## src/rtl/trap_pkg.sv

```systemverilog
// Shared constants for the trap pending controller: sizes, FSM encoding, trap indices.
// Bit 0 of the pending vector is the highest-priority trap source.
package trap_pkg;

  localparam int N_TRAPS = 6;
  localparam int TT_W    = 3;

  typedef logic [1:0] state_t;

  localparam state_t ST_IDLE  = 2'd0;
  localparam state_t ST_REQ   = 2'd1;
  localparam state_t ST_HOLD  = 2'd2;
  localparam state_t ST_ERROR = 2'd3;

  localparam logic [TT_W-1:0] TRAP_0 = 3'd0;
  localparam logic [TT_W-1:0] TRAP_1 = 3'd1;
  localparam logic [TT_W-1:0] TRAP_2 = 3'd2;
  localparam logic [TT_W-1:0] TRAP_3 = 3'd3;
  localparam logic [TT_W-1:0] TRAP_4 = 3'd4;
  localparam logic [TT_W-1:0] TRAP_5 = 3'd5;

endpackage

```

## src/rtl/tt_decode.sv

```systemverilog
// Combinational decode of an acknowledged tt code to a one-hot pending-bit mask.
// Codes at or above N_TRAPS decode to all-zero and report out of range.
module tt_decode
  import trap_pkg::*;
(
  input  logic [TT_W-1:0]    i_tt,
  output logic [N_TRAPS-1:0] o_onehot,
  output logic               o_in_range
);

  always_comb begin
    o_onehot = '0;
    for (int i = 0; i < N_TRAPS; i++) begin
      if (i_tt == TT_W'(i)) o_onehot[i] = 1'b1;
    end
  end

  assign o_in_range = (i_tt < TT_W'(N_TRAPS));

endmodule

```

## src/rtl/trap_pending_ctl.sv

```systemverilog
// Sticky trap pending vector with service-request FSM and ET=0 error trap.
// Pending bits visible one cycle after trap_set; request one cycle after that.
module trap_pending_ctl
  import trap_pkg::*;
(
  input  logic               clk,
  input  logic               rst_n,
  input  logic [N_TRAPS-1:0] trap_set,
  input  logic               et,
  input  logic               tt_ack,
  input  logic [TT_W-1:0]    tt_in,
  output logic [N_TRAPS-1:0] tq_out,
  output logic               tt_strobe,
  output logic               trap_req,
  output logic               ack_err,
  output logic               error_mode
);

  state_t             r_state;
  state_t             w_state_nxt;
  logic [N_TRAPS-1:0] r_tq;
  logic               r_strobe;
  logic               r_ack_err;

  logic [N_TRAPS-1:0] w_onehot;
  logic [N_TRAPS-1:0] w_clr_mask;
  logic               w_in_range;
  logic               w_ack_hit;
  logic               w_ack_take;
  logic               w_ack_bad;
  logic               w_err_trip;

  tt_decode u_tt_decode (
    .i_tt       (tt_in),
    .o_onehot   (w_onehot),
    .o_in_range (w_in_range)
  );

  assign w_err_trip = (r_state != ST_ERROR) && (|trap_set) && !et;
  assign w_ack_hit  = w_in_range && (|(w_onehot & r_tq));
  // An ack in the error cycle is dropped entirely: no clear and no ack_err.
  assign w_ack_take = (r_state == ST_REQ) && tt_ack && !w_err_trip;
  assign w_clr_mask = (w_ack_take && w_ack_hit) ? w_onehot : '0;
  assign w_ack_bad  = w_ack_take && !w_ack_hit;

  always_comb begin
    w_state_nxt = r_state;
    if (w_err_trip) begin
      w_state_nxt = ST_ERROR;
    end else begin
      case (r_state)
        ST_IDLE: if (et && (|r_tq)) w_state_nxt = ST_REQ;
        ST_REQ: begin
          if (tt_ack)   w_state_nxt = ST_HOLD;
          else if (!et) w_state_nxt = ST_IDLE;
        end
        ST_HOLD:  w_state_nxt = ST_IDLE;
        default:  w_state_nxt = ST_ERROR;
      endcase
    end
  end

  always_ff @(posedge clk) begin
    if (!rst_n) begin
      r_state   <= ST_IDLE;
      r_tq      <= '0;
      r_strobe  <= 1'b0;
      r_ack_err <= 1'b0;
    end else begin
      r_state   <= w_state_nxt;
      // Set wins over a same-cycle clear of the same bit.
      r_tq      <= (r_tq & ~w_clr_mask) | trap_set;
      r_strobe  <= (r_state == ST_IDLE) && (w_state_nxt == ST_REQ);
      r_ack_err <= w_ack_bad;
    end
  end

  assign tq_out     = r_tq;
  assign tt_strobe  = r_strobe;
  assign trap_req   = (r_state == ST_REQ);
  assign ack_err    = r_ack_err;
  assign error_mode = (r_state == ST_ERROR);

endmodule
```

## config.mk

```make
export PLATFORM = sky130hd
export DESIGN_NAME = trap_pending_ctl
export DESIGN_NICKNAME = d
export VERILOG_FILES = /design/src/rtl/trap_pkg.sv /design/src/rtl/tt_decode.sv /design/src/rtl/trap_pending_ctl.sv
export SDC_FILE = /design/constraint.sdc
export NUM_CORES = 1
export LEC_CHECK = 0
export CORE_AREA = 2 2 39 41
export CTS_CLUSTER_DIAMETER = 80
export CTS_CLUSTER_SIZE = 24
export DETAILED_ROUTE_END_ITERATION = 7
export DIE_AREA = 0 0 41 43
export HOLD_SLACK_MARGIN = 0.1
export PLACE_DENSITY = 0.77
export RECOVER_POWER = 100
export SYNTH_ARGS = -nofsm -noshare
export SYNTH_HDL_FRONTEND = slang
export SYNTH_HIERARCHICAL = 1
export SYNTH_SLANG_ARGS = --single-unit
```

## constraint.sdc

```tcl
create_clock -name clk -period 2 [get_ports clk]
set_input_delay 0.2 -clock clk [delete_from_list [all_inputs] [get_ports clk]]
set_output_delay 0.2 -clock clk [all_outputs]
set_load 0.02 [all_outputs]
```

-- Word-level counts from Yosys, hierarchy flattened
Index checks and enable logic that the tools add are counted.
- order comparisons: 1
- equal/unequal tests: 10
- muxes and demuxes: 12
- bitwise gates (word level): 4
- reduce and logical (&&, ||, !) cells: 17
- operators with widths (operator ; count):
    6-bit OR reduction ; 3
    6-bit bitwise AND ; 2
    1-bit logical AND ; 9
    2-bit two-way mux ; 4
    3-bit by 2-bit equality test with 1-bit output, second input constant ; 2
    3-bit equality test, second input constant ; 2
    1-bit two-way mux ; 6
    6-bit two-way mux ; 1
    6-bit inverter ; 1
    6-bit OR ; 1
    2-bit case mux with 3 select lines ; 1
    2-bit by 1-bit equality test with 1-bit output, second input constant ; 2
    2-bit equality test, second input constant ; 2
    3-bit by 1-bit equality test with 1-bit output, second input constant ; 1
    1-bit logical NOT ; 3
    3-bit logical NOT ; 1
    3-bit less-than comparator, second input constant ; 1
    2-bit logical NOT ; 1
    2-bit inequality test, second input constant ; 1
- register bits: 10
- input port bits: 13
- output and inout port bits: 10

-- Longest topological paths before layout
Gate-level depths: netlist of the first run.
- depth in word-level cells: 10
- depth in mapped cells: 4

-- Hierarchy
The synthesis of the first run kept the hierarchy.
- modules (own cells, without submodules) (module ; instances ; cells an instance ; area each (µm²) ; seq. area each (µm²)):
    trap_pending_ctl ; 1 ; 54 ; 490.5 ; 200.2
    tt_decode ; 1 ; 7 ; 51.3 ; 0.0

-- Worst setup path after synthesis of the first run
Ideal clock, no wire load.
- path type: register to register
- start point: reg r_tq[0] (netlist: tq_out[0])
- end point: reg r_strobe (netlist: tt_strobe)
- library setup time: 134 ps
- arrival: 1263 ps
- setup slack: 603 ps
- cell stages (with the launch flop): 4
- buffers on the path: 0
- period minus slack after synthesis: 1397 ps
- path through: dfxtp_1 -> or4_4 -> o311ai_2 -> a2111oi_1
- longest elaborated chain between the ends: 7
- ends and longest elaborated chain (what ; line ; RTL):
    start, declared ; trap_pending_ctl.sv:21 ; logic [N_TRAPS-1:0] r_tq;
    start signal, assigned ; trap_pending_ctl.sv:72 ; r_tq <= (r_tq & ~w_clr_mask) | trap_set;
    6-bit OR reduction ; trap_pending_ctl.sv:52 ; ST_IDLE: if (et && (|r_tq)) w_state_nxt = ST_REQ;
    1-bit logical AND ; trap_pending_ctl.sv:52 ;
    2-bit two-way mux ; trap_pending_ctl.sv:52 ;
    2-bit case mux with 3 select lines ; trap_pending_ctl.sv:51 ; case (r_state)
    2-bit two-way mux ; trap_pending_ctl.sv:48 ; if (w_err_trip) begin
    2-bit by 1-bit equality test with 1-bit output ; trap_pending_ctl.sv:73 ; r_strobe <= (r_state == ST_IDLE) && (w_state_nxt == ST_REQ);
    1-bit logical AND ; trap_pending_ctl.sv:73 ;
    end signal, assigned ; trap_pending_ctl.sv:73 ;
    end, declared ; trap_pending_ctl.sv:22 ; logic r_strobe;
Every way passes these cells.
A chain may end at the register's enable or synchronous reset.

-- Final worst setup path of the first run
Ends and elaborated chain as after synthesis.

==> impl_metrics.csv, run 1 <==
group,metric,value,unit
yosys,yosysTopAreaCell,"sky130_fd_sc_hd__dfxtp_1",
worst_setup_path,critPathMaxFanout,4,
power_and_ir_drop,power.share.clock,0.346,
cells_and_area,layout.cells.most_common,"sky130_fd_sc_hd__dlygate4sd3_1",
placed_design,place_worst_setup_slack,165,ps
sta,totalNegativeSetupSlack,0,ps
run_status,run_status,"finished, final reports clean",
power_and_ir_drop,power.leakage,0.000309,uW
worst_setup_path,worst_path_dominant_cell_family,"simple AND/OR/NAND/NOR gates",
detailed_routing,drt-pass1-iter-count,4,
power_and_ir_drop,pwr-share-seq,0.432,
cells_and_area,post_route_cells_drive_above_1_share,0.0930,
sta,fin_crit,1760,ps
cts,cts_made_buffers,3,
grt,first_global_vias,489,
cts,cts_htree_levels,1,
cts,post_cts_hold_buffer_count,0,
worst_setup_path,logic_depth_of_the_worst_register_to_register_path,3,
sta,maxSlewHeadroom,0.666,
floorplanning,pin_count,23,
detailed_routing,detail_route.vias_per_cell,5.75,
worst_setup_path,crit_path_cell_trace,"or4_2 > o311ai_0 > a2111oi_1",
power_and_ir_drop,p_per_area,646,nW/um2
cells_and_area,commonest_non_fill_non_tap_cells_in_the_layout,"12 x sky130_fd_sc_hd__dlygate4sd3_1, 10 x sky130_fd_sc_hd__dfxtp_1, 10 x sky130_fd_sc_hd__clkdlybuf4s50_1",
yosys,yosys_register_bits,10,
floorplanning,die-height,43,um
cells_and_area,layout.core_utilization,0.580,
yosys,post_synth_main_area_contributors,"sky130_fd_sc_hd__dfxtp_1 37%, sky130_fd_sc_hd__a41oi_1 9.7%, sky130_fd_sc_hd__nor2b_1 9.2%, sky130_fd_sc_hd__o21ai_0 7.4%, sky130_fd_sc_hd__a22oi_1 4.2%",
placed_design,io_buffers,22,
yosys,synth_cell_types,21,
run,drv_cap,0,
sta,final_setup_violation_count,0,
sta,worstMarginPinSlew,495,ps
placed_design,placed_area,777,um2
cts,ctsResizeCount,0,
floorplanning,dieArea,1760,um2
cells_and_area,final_nets,100,
yosys,gate_count_of_the_mapped_netlist,61,
yosys,syn_area_per_cell,8.88,um2
detailed_routing,vias,587,
worst_setup_path,worstSetupStartpoint,"tq_out[0]",
grt,total_global_routing_track_utilization,0.168,
grt,first_pass_grt_wire_length,2.06,mm
detailed_routing,drt-wirelength-per-cell,12.8,um
cells_and_area,stdcell_area,803,um2
cts,cts_sinks,10,
yosys,syn_area,542,um2
yosys,synth_sequential_area_ratio,0.370,
sta,rsz_0062_raised_after_global_routing,"no",
power_and_ir_drop,power_report.internal_total,381,uW
worst_hold_path,worst_hold_path_type,"reg -> reg",
detailed_routing,final_antenna_net_count,0,
cells_and_area,syn2layout_area_growth,48.3,%
sta,final-max-slew-violation-count,0,
yosys,yosysTopAreaCellShare,0.370,
worst_setup_path,timing_worst_setup_path_type,"reg -> reg",
worst_setup_path,critical_path_cell_count,3,
detailed_routing,wl,1.31,mm
worst_setup_path,critical-path-slowest-cell,"sky130_fd_sc_hd__or4_2",
floorplanning,num_rows,14,
worst_setup_path,cp-start-kind,"flip-flop",
cts,clk_root_buffer_cell,"sky130_fd_sc_hd__clkbuf_4",
sta,min_period_over_period,0.881,
worst_setup_path,cp-endpoint,"tt_strobe",
cts,clock_path_buffers,2,
power_and_ir_drop,pwr-share-comb,0.222,
grt,grt_max_degree,9,
sta,skew,6.60,ps
placed_design,globalplace.congestion,0.792,
floorplanning,fp.coreArea,1380,um2
power_and_ir_drop,net_switching_power_of_the_design,138,uW
floorplanning,initial_utilization,0.392,
detailed_routing,post-route-drc-count,0,
detailed_routing,drt_initial_violations,8,
yosys,synth_fp_nets,74,
sta,worst_slack,238,ps
worst_setup_path,max_stage_delay,660,ps
worst_setup_path,cp_num_buf_inv,0,
worst_setup_path,cp_data_required_time,2120,ps
worst_setup_path,r2r_slack,240,ps
worst_setup_path,setup.worst_path.end_class,"flip-flop",
sta,final_hold_viol_count,0,
cells_and_area,antennaDiodeCount,0,
worst_setup_path,reg2reg_to,"tt_strobe",
cts,setup_fix_buffers_added_after_clock_tree_synthesis,0,
placed_design,dp_hpwl,1.01,mm
cts,cts_tree,"yes",
worst_setup_path,r2r-start,"tq_out[0]",
sta,fmaxAchievable,567,MHz
cts,worstSkewPairLatency,260,ps
power_and_ir_drop,swShare,0.265,
cts,cts.reportedPaths.clkPinSlew,70,ps
floorplanning,die_w,41,um
power_and_ir_drop,ir_worst_vdd,0.260,mV
grt,grt-ovfl-total,0,
worst_setup_path,worstPathArrival,1880,ps
yosys,number_of_synthesis_warnings,6,
grt,antenna_found_initial,0,
## power by group through the flow
stage,Sequential (uW),Clock (uW),Combinational [uW]
after floorplan,239,0,48.4
after global placement,230,0,122
after detailed placement,231,0,123
after CTS,226,183,123
after global routing,227,196,125
final,224,179,115
## routing by layer
layer | vias to the layer above | routed length, um | share of wire | global-route usage
met5 | - | 0 | 0 | 0
met4 | 0 | 9 | 0.0069 | 0.0600
met3 | 2 | 69 | 0.053 | 0.0471
met2 | 23 | 611 | 0.47 | 0.234
met1 | 273 | 617 | 0.47 | 0.237
li1 | 289 | - | - | -
## worst reg2reg max path: cells and delay by family (launching register included)
family | cells | cell delay [ps]
AO/OA/AOI/OAI | 2 | 620
flip-flops | 1 | 340
AND/OR/NAND/NOR | 1 | 660
## layout make-up
class	instances	area, um2
fill	146	581
multi-input combinational	48	319
timing repair buffer	22	220
sequential	10	200
clock buffer	4	36.3
tap	16	20.0
inverter	2	7.51
## state kept, by name, indices dropped and copies added (netlist names)
| signal | cells |
|---|---|
| tq_out | 6 |
| tt_strobe | 1 |
| ack_err | 1 |
| r_state | 2 |
## worst min path at each step
stage | startpoint | to | depth (start not counted) | slack (ps)
CTS | r_state[0] | r_state[1] | 2 | 540
global route | r_state[0] | r_state[1] | 2 | 570
finish | r_state[0] | r_state[1] | 2 | 540
floorplan | rst_n | tq_out[0] | 2 | 340
detailed placement | r_state[0] | r_state[1] | 2 | 530
global placement | r_state[0] | r_state[1] | 2 | 530
## stage by stage
step	total power, uW	hold slack [ps]	cells
floorplan	288	342	61
global placement	352	531	98
detailed placement	353	531	98
CTS	532	541	102
global route	547	575	102
finish	519	536	102
## Yosys cell counts (all sizes together)
cell type  number
a2111oi         1
a22oi           3
nor3            1
nor2            4
a31o            1
nor2b           8
dfxtp          10
or2             1
nand2           1
o311ai          1
a21oi           1
a31oi           3
a41oi           6
inv             2
nor4b           1
and2            2
o21ai           8
clkbuf          1
nor3b           3
and3b           2
or4             1
## cells by family (layout without fill, tap and decap cells)
kind of cell	Yosys count	after routing	share of synthesized area
AOI/OAI and AO/OA	24	24	0.321
buffers and inverters	3	28	0.0231
DFF	10	10	0.370
and+or+nand+nor	24	24	0.286
No activity file was read; power rests on OpenSTA's default activity.
==> inputs of run 2 (changes only) <==
- CTS_CLUSTER_DIAMETER: 80 -> not set
- DONT_BUFFER_PORTS: not set -> 1
- PLACE_DENSITY: 0.77 -> not set
==> impl_metrics.csv, run 2 (synthesis gave the netlist of run 1 again) <==
group,metric,value,unit
cts,worstSkewPairLatency,270,ps
cells_and_area,fillers,153,
detailed_routing,drt_initial_violations,7,
grt,total_global_routing_track_utilization,0.172,
sta,maxSlewHeadroom,0.708,
sta,min_period_over_period,0.806,
cts,clk_root_buffer_cell,"sky130_fd_sc_hd__clkbuf_4",
sta,fin_crit,1610,ps
power_and_ir_drop,p_per_area,790,nW/um2
floorplanning,num_rows,14,
sta,worstMarginPinSlew,433,ps
worst_setup_path,max_stage_delay,550,ps
cts,cts_tree,"yes",
detailed_routing,detail_route.vias_per_cell,6.27,
detailed_routing,post-route-drc-count,0,
worst_setup_path,critPathMaxFanout,4,
sta,skew,1.29,ps
cts,cts_htree_levels,1,
worst_setup_path,cp-start-kind,"flip-flop",
run_status,run_status,"finished, final reports clean",
cells_and_area,antennaDiodeCount,0,
power_and_ir_drop,pwr-share-comb,0.123,
worst_setup_path,critical-path-slowest-cell,"sky130_fd_sc_hd__or4_4",
grt,grt-ovfl-total,0,
cts,clock_path_buffers,2,
detailed_routing,drt-pass1-iter-count,5,
cells_and_area,largest_register_ff_count,6,
floorplanning,die-height,43,um
cells_and_area,post_route_cells_drive_above_1_share,0.134,
placed_design,io_buffers,0,
sta,rsz_0062_raised_after_global_routing,"no",
worst_setup_path,crit_path_cell_trace,"or4_4 > o311ai_0 > a2111oi_1",
run,drv_cap,0,
cells_and_area,layout.core_utilization,0.440,
power_and_ir_drop,swShare,0.270,
cells_and_area,commonest_non_fill_non_tap_cells_in_the_layout,"10 x sky130_fd_sc_hd__dfxtp_1, 8 x sky130_fd_sc_hd__nor2b_1, 8 x sky130_fd_sc_hd__o21ai_0",
floorplanning,pin_count,23,
power_and_ir_drop,pwr-share-seq,0.496,
cts,cts_sinks,10,
floorplanning,die_w,41,um
detailed_routing,drt-wirelength-per-cell,16.4,um
grt,antenna_found_initial,0,
power_and_ir_drop,power.leakage,0.000214,uW
cells_and_area,sequential_cell_area,200,um2
grt,first_global_vias,447,
cells_and_area,final_nets,81,
cells_and_area,syn2layout_area_growth,12.5,%
detailed_routing,wl,1.36,mm
cells_and_area,layout.cells.most_common,"sky130_fd_sc_hd__dfxtp_1",
sta,final-max-slew-violation-count,0,
placed_design,globalplace.congestion,0.784,
worst_hold_path,worst_hold_path_type,"in -> reg",
floorplanning,dieArea,1760,um2
power_and_ir_drop,power_report.internal_total,351,uW
sta,final_hold_viol_count,0,
detailed_routing,final_antenna_net_count,0,
placed_design,dp_hpwl,1.01,mm
worst_setup_path,cp_data_required_time,2140,ps
worst_setup_path,timing_worst_setup_path_type,"reg -> reg",
sta,fmaxAchievable,620,MHz
cells_and_area,multi_input_area,322,um2
worst_setup_path,setup.worst_path.end_class,"flip-flop",
detailed_routing,vias,520,
cts,cts_made_buffers,3,
sta,final_setup_violation_count,0,
power_and_ir_drop,power.share.clock,0.381,
grt,grt_max_degree,9,
worst_setup_path,worstPathArrival,1750,ps
power_and_ir_drop,net_switching_power_of_the_design,130,uW
sta,totalNegativeSetupSlack,0,ps
grt,first_pass_grt_wire_length,1.96,mm
floorplanning,fp.coreArea,1380,um2
cts,cts.reportedPaths.clkPinSlew,70,ps
floorplanning,initial_utilization,0.392,
power_and_ir_drop,ir_worst_vdd,0.418,mV
==> run 2: cell types whose count changed in the layout (fill, tap and decap cells not counted), sizes merged <==
| cell | delta |
|---|---|
| clkbuf | +1 |
| clkdlybuf4s50 | -10 |
| dlygate4sd3 | -10 |
==> run 2: area by class of cell <==
type,count,area share
clock buffer,4,0.0595
inverter,2,0.0123
multi-input combinational,48,0.528
sequential,10,0.329
tap,16,0.0329
timing repair buffer,3,0.0390
==> run 2: critical path: cells and delay by family (launching register included) <==
kind | cells | cell delay [ps]
and+or+nand+nor | 1 | 550
AOI/OAI and AO/OA | 2 | 540
DFF | 1 | 400
==> run 2: power by group through the flow <==
stage / clock [uW] / combinational (uW) / sequential [uW]
after floorplan: 0 / 48.4 / 239
final: 183 / 59.4 / 238
after global routing: 196 / 66.3 / 241
after CTS: 185 / 63.3 / 239
after global placement: 0 / 58.2 / 244
after detailed placement: 0 / 58.2 / 244
==> run 2: worst paths after layout <==
| path | startpoint | to | slack (ps) | cells past startpoint |
|---|---|---|---|---|
| worst max register to register | tq_out[0] | tt_strobe | 390 | 3 |
| worst min-delay path | rst_n | r_state[1] | 120 | 2 |
| worst max-delay path | tq_out[0] | tt_strobe | 390 | 3 |
| worst min register to register | r_state[0] | r_state[1] | 540 | 2 |
==> run 2: per-stage QoR <==
stage | power, uW | instances | hold WS [ps] | setup WS (ps) | cell area, um2
after floorplan | 288 | 61 | 342 | 603 | 542
after global placement | 302 | 77 | 348 | 560 | 564
after detailed placement | 302 | 77 | 351 | 553 | 564
after CTS | 488 | 83 | 118 | 544 | 621
after global routing | 503 | 83 | 137 | 265 | 609
final | 481 | 83 | 119 | 388 | 609
==> run 2: repair_timing <==
item / 4_1_cts / 5_1_grt
buffers inserted: 0 / 0
resized for setup: 0 / 0
hold buffers: 2 / 0
hold endpoints to repair: 7 / 0
==> run 2: routing by layer <==
layer | share of wire | global-route usage | vias up
met3 | 0.099 | 0.0733 | 4
li1 | - | - | 252
met2 | 0.45 | 0.228 | 25
met1 | 0.43 | 0.224 | 239
met5 | 0 | 0 | -
met4 | 0.026 | 0.100 | 0
==> inputs of run 3 (changes only) <==
- clock period: 2 -> 1.3 ns (I/O delays scaled with it)
==> impl_metrics.csv, run 3 (synthesis gave the netlist of run 1 again) <==
group,metric,value,unit
cts,cts_made_buffers,3,
cts,cts_sinks,10,
sta,fin_crit,1330,ps
sta,rsz_0062_raised_after_global_routing,"yes",
sta,min_period_over_period,1.02,
floorplanning,initial_utilization,0.392,
sta,holdWs,103,ps
floorplanning,pin_count,23,
worst_setup_path,setup.worst_path.end_class,"flip-flop",
cells_and_area,fillers,132,
worst_setup_path,cp-endpoint,"tt_strobe",
cells_and_area,largest_register_ff_count,6,
detailed_routing,detail_route.vias_per_cell,5.86,
worst_setup_path,worstPathArrival,1480,ps
run_status,run_status,"complete, but fails checks",
cts,cts.reportedPaths.clkPinSlew,70,ps
cts,cts_tree,"yes",
detailed_routing,drt_initial_violations,11,
placed_design,globalplace.congestion,0.774,
sta,final_hold_viol_count,0,
grt,grt-ovfl-total,0,
grt,total_global_routing_track_utilization,0.218,
detailed_routing,final_antenna_net_count,0,
sta,worst_slack,-25.2,ps
worst_setup_path,cp_data_required_time,1450,ps
cells_and_area,post_route_cells_drive_above_1_share,0.244,
worst_hold_path,worst_hold_path_type,"in -> reg",
sta,maxSlewHeadroom,0.725,
cts,clk_root_buffer_cell,"sky130_fd_sc_hd__clkbuf_4",
sta,final_setup_violation_count,2,
sta,totalNegativeSetupSlack,-47.5,ps
cts,setup_fix_buffers_added_after_clock_tree_synthesis,0,
floorplanning,num_rows,14,
cells_and_area,layout.cells.most_common,"sky130_fd_sc_hd__dlygate4sd3_1",
grt,first_global_vias,580,
detailed_routing,drt-wirelength-per-cell,15.0,um
cells_and_area,antennaDiodeCount,0,
cts,worstSkewPairLatency,270,ps
placed_design,dp_hpwl,1.08,mm
cells_and_area,final_nets,96,
floorplanning,die-height,43,um
sta,worstMarginPinSlew,412,ps
power_and_ir_drop,power.leakage,0.000280,uW
worst_setup_path,reg2reg_to,"tt_strobe",
worst_setup_path,worstSetupStartpoint,"tq_out[0]",
sta,final-max-slew-violation-count,0,
cells_and_area,commonest_non_fill_non_tap_cells_in_the_layout,"9 x sky130_fd_sc_hd__dlygate4sd3_1, 8 x sky130_fd_sc_hd__o21ai_0, 8 x sky130_fd_sc_hd__dfxtp_1",
worst_setup_path,cp-start-kind,"flip-flop",
sta,skew,3.00,ps
grt,first_pass_grt_wire_length,2.49,mm
floorplanning,dieArea,1760,um2
placed_design,io_buffers,0,
sta,fmaxAchievable,755,MHz
cells_and_area,syn2layout_area_growth,39.5,%
power_and_ir_drop,p_total,797,uW
worst_hold_path,worst_hold_startpoint,"trap_set[2]",
floorplanning,fp.coreArea,1380,um2
detailed_routing,drt-pass1-iter-count,4,
run,drv_cap,0,
worst_setup_path,timing_worst_setup_path_type,"reg -> reg",
worst_setup_path,r2r-start,"tq_out[0]",
floorplanning,die_w,41,um
worst_setup_path,critPathMaxFanout,2,
detailed_routing,wl,1.47,mm
cells_and_area,layout.core_utilization,0.546,
cts,cts_htree_levels,1,
detailed_routing,vias,574,
worst_setup_path,r2r_slack,-30,ps
run_status,violations,"setup timing",
worst_setup_path,logic_depth_of_the_worst_register_to_register_path,3,
power_and_ir_drop,p_per_area,1050,nW/um2
grt,antenna_found_initial,0,
cts,clock_path_buffers,2,
grt,grt_max_degree,9,
power_and_ir_drop,ir_worst_vdd,0.548,mV
detailed_routing,post-route-drc-count,0,
-- run 3: cell count changes in the layout (fill, tap and decap cells not counted), sizes merged --
cell | previous run | this run
clkbuf | 5 | 9
buf | 0 | 4
dlygate4sd3 | 2 | 9
-- run 3: timing repair --
item,in CTS,in global routing
gates resized for setup,0,2
setup endpoints to repair,2,6
endpoints found under the hold margin,10,0
hold buffers,9,0
-- run 3: power breakdown --
| part | total [uW] | internal (uW) | leakage, uW | switching [uW] |
|---|---|---|---|---|
| Combinational | 166 | 77.6 | 0.000175 | 88.0 |
| Clock | 286 | 170 | 0.0000210 | 116 |
| Sequential | 345 | 327 | 0.0000836 | 17.4 |
| Total | 797 | 575 | 0.000280 | 221 |
-- run 3: metal layers --
metal,part of all wire,GRT usage
met3,0.067,0.0838
met1,0.42,0.251
met5,0,0
met2,0.48,0.319
met4,0.033,0.140
-- run 3: critical path, stage by stage, from the launching register on --
cell and delay (ps):
sky130_fd_sc_hd__dfxtp_2 320, sky130_fd_sc_hd__or4_4 540, sky130_fd_sc_hd__o311ai_4 230, sky130_fd_sc_hd__a2111oi_1 110
-- run 3: how the worst min path moves through the flow --
stage,to,slack [ps],cells past startpoint
2_1_floorplan,tq_out[0],260,2
3_3_place_gp,tq_out[1],270,2
3_5_place_dp,tq_out[1],280,2
4_1_cts,tq_out[5],100,2
5_1_grt,tq_out[5],100,2
6_report,tq_out[2],100,2
-- run 3: per-stage QoR --
| stage | setup WS, ps | std cells | cell area [um2] |
|---|---|---|---|
| after floorplan | -48.0 | 61 | 557 |
| after global placement | -9.08 | 85 | 639 |
| after detailed placement | -23.7 | 85 | 639 |
| after CTS | -21.9 | 98 | 766 |
| after global routing | -80.4 | 98 | 756 |
| final | -25.2 | 98 | 756 |
-- run 3: cell type report --
type / instances / area, um2 / area share
clock buffer: 4 / 36.3 / 0.0480
inverter: 2 / 7.51 / 0.00993
multi-input combinational: 48 / 348 / 0.460
sequential: 10 / 203 / 0.268
tap: 16 / 20.0 / 0.0265
timing repair buffer: 18 / 141 / 0.187
==> edit: new RTL, settings of run 1 <==
The package constant `N_TRAPS` goes from 6 to 5.
--- a/src/rtl/trap_pkg.sv
+++ b/src/rtl/trap_pkg.sv
@@ -2,7 +2,7 @@
 // Bit 0 of the pending vector is the highest-priority trap source.
 package trap_pkg;
 
-  localparam int N_TRAPS = 6;
+  localparam int N_TRAPS = 5;
   localparam int TT_W    = 3;
 
   typedef logic [1:0] state_t;
Interface: changed (resized tq_out and trap_set); port bits go from 23 to 21. No check against the original RTL was run, so the function may have changed too.
==> edit against run 1 <==
Sequential cell count shrank 1; non-clock buffer count decreased by 2; worst setup slack improved by 41 ps; largest cell class unchanged; design area is 14% lower; routed wire length decreased by 13%; via count fell by 16%; sequential power down 9.8%; highest routed layer unchanged; total power fell by 15%; synthesized area shrank 17%; critical endpoint is now trap_req.
==> edit: results <==
{
  "first_global_vias": 398,
  "r2r_cells": 3,
  "vias_per_cell": 5.42,
  "clk_path_buf_depth": 2,
  "wire_per_inst_um": 12.5,
  "status": "finished clean",
  "irDropWorstVdd_mv": 0.212,
  "placed_cells": 87,
  "grtUsageTotal_pct": 15.0,
  "cts-resized-gates": 0,
  "synthTopCellsByArea": "dfxtp_1 (40%), o21ai_0 (8.9%), a41oi_1 (7.8%), nor3b_1 (6.7%), inv_1 (4.2%)",
  "place_congestion": 0.830,
  "cpLargestDelayFamily": "buffers and inverters",
  "r2r_end": "r_state[0]$_SDFF_PN0_",
  "intPower_mw": 0.319,
  "placed_area_um2": 668,
  "hold_path_end": "r_state[1]$_SDFF_PN0_",
  "dp_slack_ps": 317,
  "fmax_mhz": 581,
  "worstReg2RegStart": "tq_out[1]$_SDFF_PN0_",
  "worstHoldPathType": "reg2reg",
  "cp-startpoint": "r_state[0]$_SDFF_PN0_",
  "synth_warnings": 6,
  "drtIter0Drc": 21,
  "syn-mean-instance-area_um2": 8.78,
  "port_buffers": 20,
  "fin_hold_ws_ps": 521,
  "first_pass_iters": 4,
  "arrival_ps": 1520,
  "grt_pass1_wl_um": 1790,
  "clock-skew-final_ps": 6.16,
  "cts_setup_buffers": 0,
  "insertion_delay_ps": 260,
  "yosys.area.top_type": "dfxtp_1",
  "crit_end": "trap_req",
  "p_leak_nw": 0.274,
  "synth_commonest_cells": "dfxtp_1 (9), o21ai_0 (8), inv_1 (5), a41oi_1 (4), nor3b_1 (4)",
  "synth_nets": 63,
  "hpwl_um": 862,
  "path_max_fanout": 5,
  "max_stage_delay_ps": 700,
  "drive_gt1_share_pct": 6.67,
  "synth-async-reset-ratio_pct": 0,
  "synth.distinct_cells": 21,
  "synth-seq-area-share_pct": 40.2,
  "worst_pin_slew_ps": 348,
  "fin_cells": 91,
  "hold_depth": 2,
  "min_from": "r_state[0]$_SDFF_PN0_",
  "largest_reg_flops": 5,
  "nets": 88,
  "grt_start_max_net_pins": 9,
  "r2r_slack_ps": 540,
  "fill_cells": 143,
  "antenna_found_initial": 0,
  "cp_slowest_cell": "dlygate4sd3_1"
}
==> edit: cell types whose count changed in the layout (fill, tap and decap cells not counted), moves of 2 or more <==
cell | before | now
inv_1 | 2 | 5
a41oi_1 | 6 | 4
a22oi_1 | 3 | 1
nor2_1 | 4 | 2
nor2b_1 | 8 | 2
==> edit: cell families (layout without fill, tap and decap cells) <==
logic type | count (synthesis) | count (layout) | share of synthesized area [%]
AND/OR/NAND/NOR | 16 | 16 | 23.5
buffers and inverters | 5 | 29 | 4.19
flip-flops | 9 | 9 | 40.2
AO/OA/AOI/OAI | 21 | 21 | 32.1
==> edit: power by group through the flow <==
stage | logic [mW] | registers, mW | clock network [mW]
after floorplan | 0.0387 | 0.215 | 0
after global placement | 0.106 | 0.207 | 0
after detailed placement | 0.106 | 0.207 | 0
after CTS | 0.107 | 0.203 | 0.146
after global routing | 0.109 | 0.204 | 0.150
final | 0.0988 | 0.202 | 0.142
==> edit: layer usage <==
| layer | vias up | GRT usage (%) | share of wire (%) |
|---|---|---|---|
| li1 | 250 | - | - |
| met1 | 221 | 23.0 | 46 |
| met2 | 20 | 18.8 | 46 |
| met3 | 2 | 1.57 | 6.2 |
| met4 | 0 | 10.0 | 1.7 |
| met5 | - | 0 | 0 |
==> edit: layout make-up <==
| cell class | instances | area [um2] | area share [%] |
|---|---|---|---|
| Tap cell | 16 | 20.0 | 2.91 |
| Timing Repair Buffer | 20 | 200 | 29.1 |
| Inverter | 5 | 18.8 | 2.73 |
| Sequential cell | 9 | 180 | 26.2 |
| Clock buffer | 4 | 26.3 | 3.83 |
| Multi-Input combinational cell | 37 | 241 | 35.2 |
==> edit: worst reg2reg max path, delay by kind of cell (launching register included) <==
family,cells,cell delay (ps)
and+or+nand+nor,1,660
DFF,1,330
AOI/OAI and AO/OA,2,330
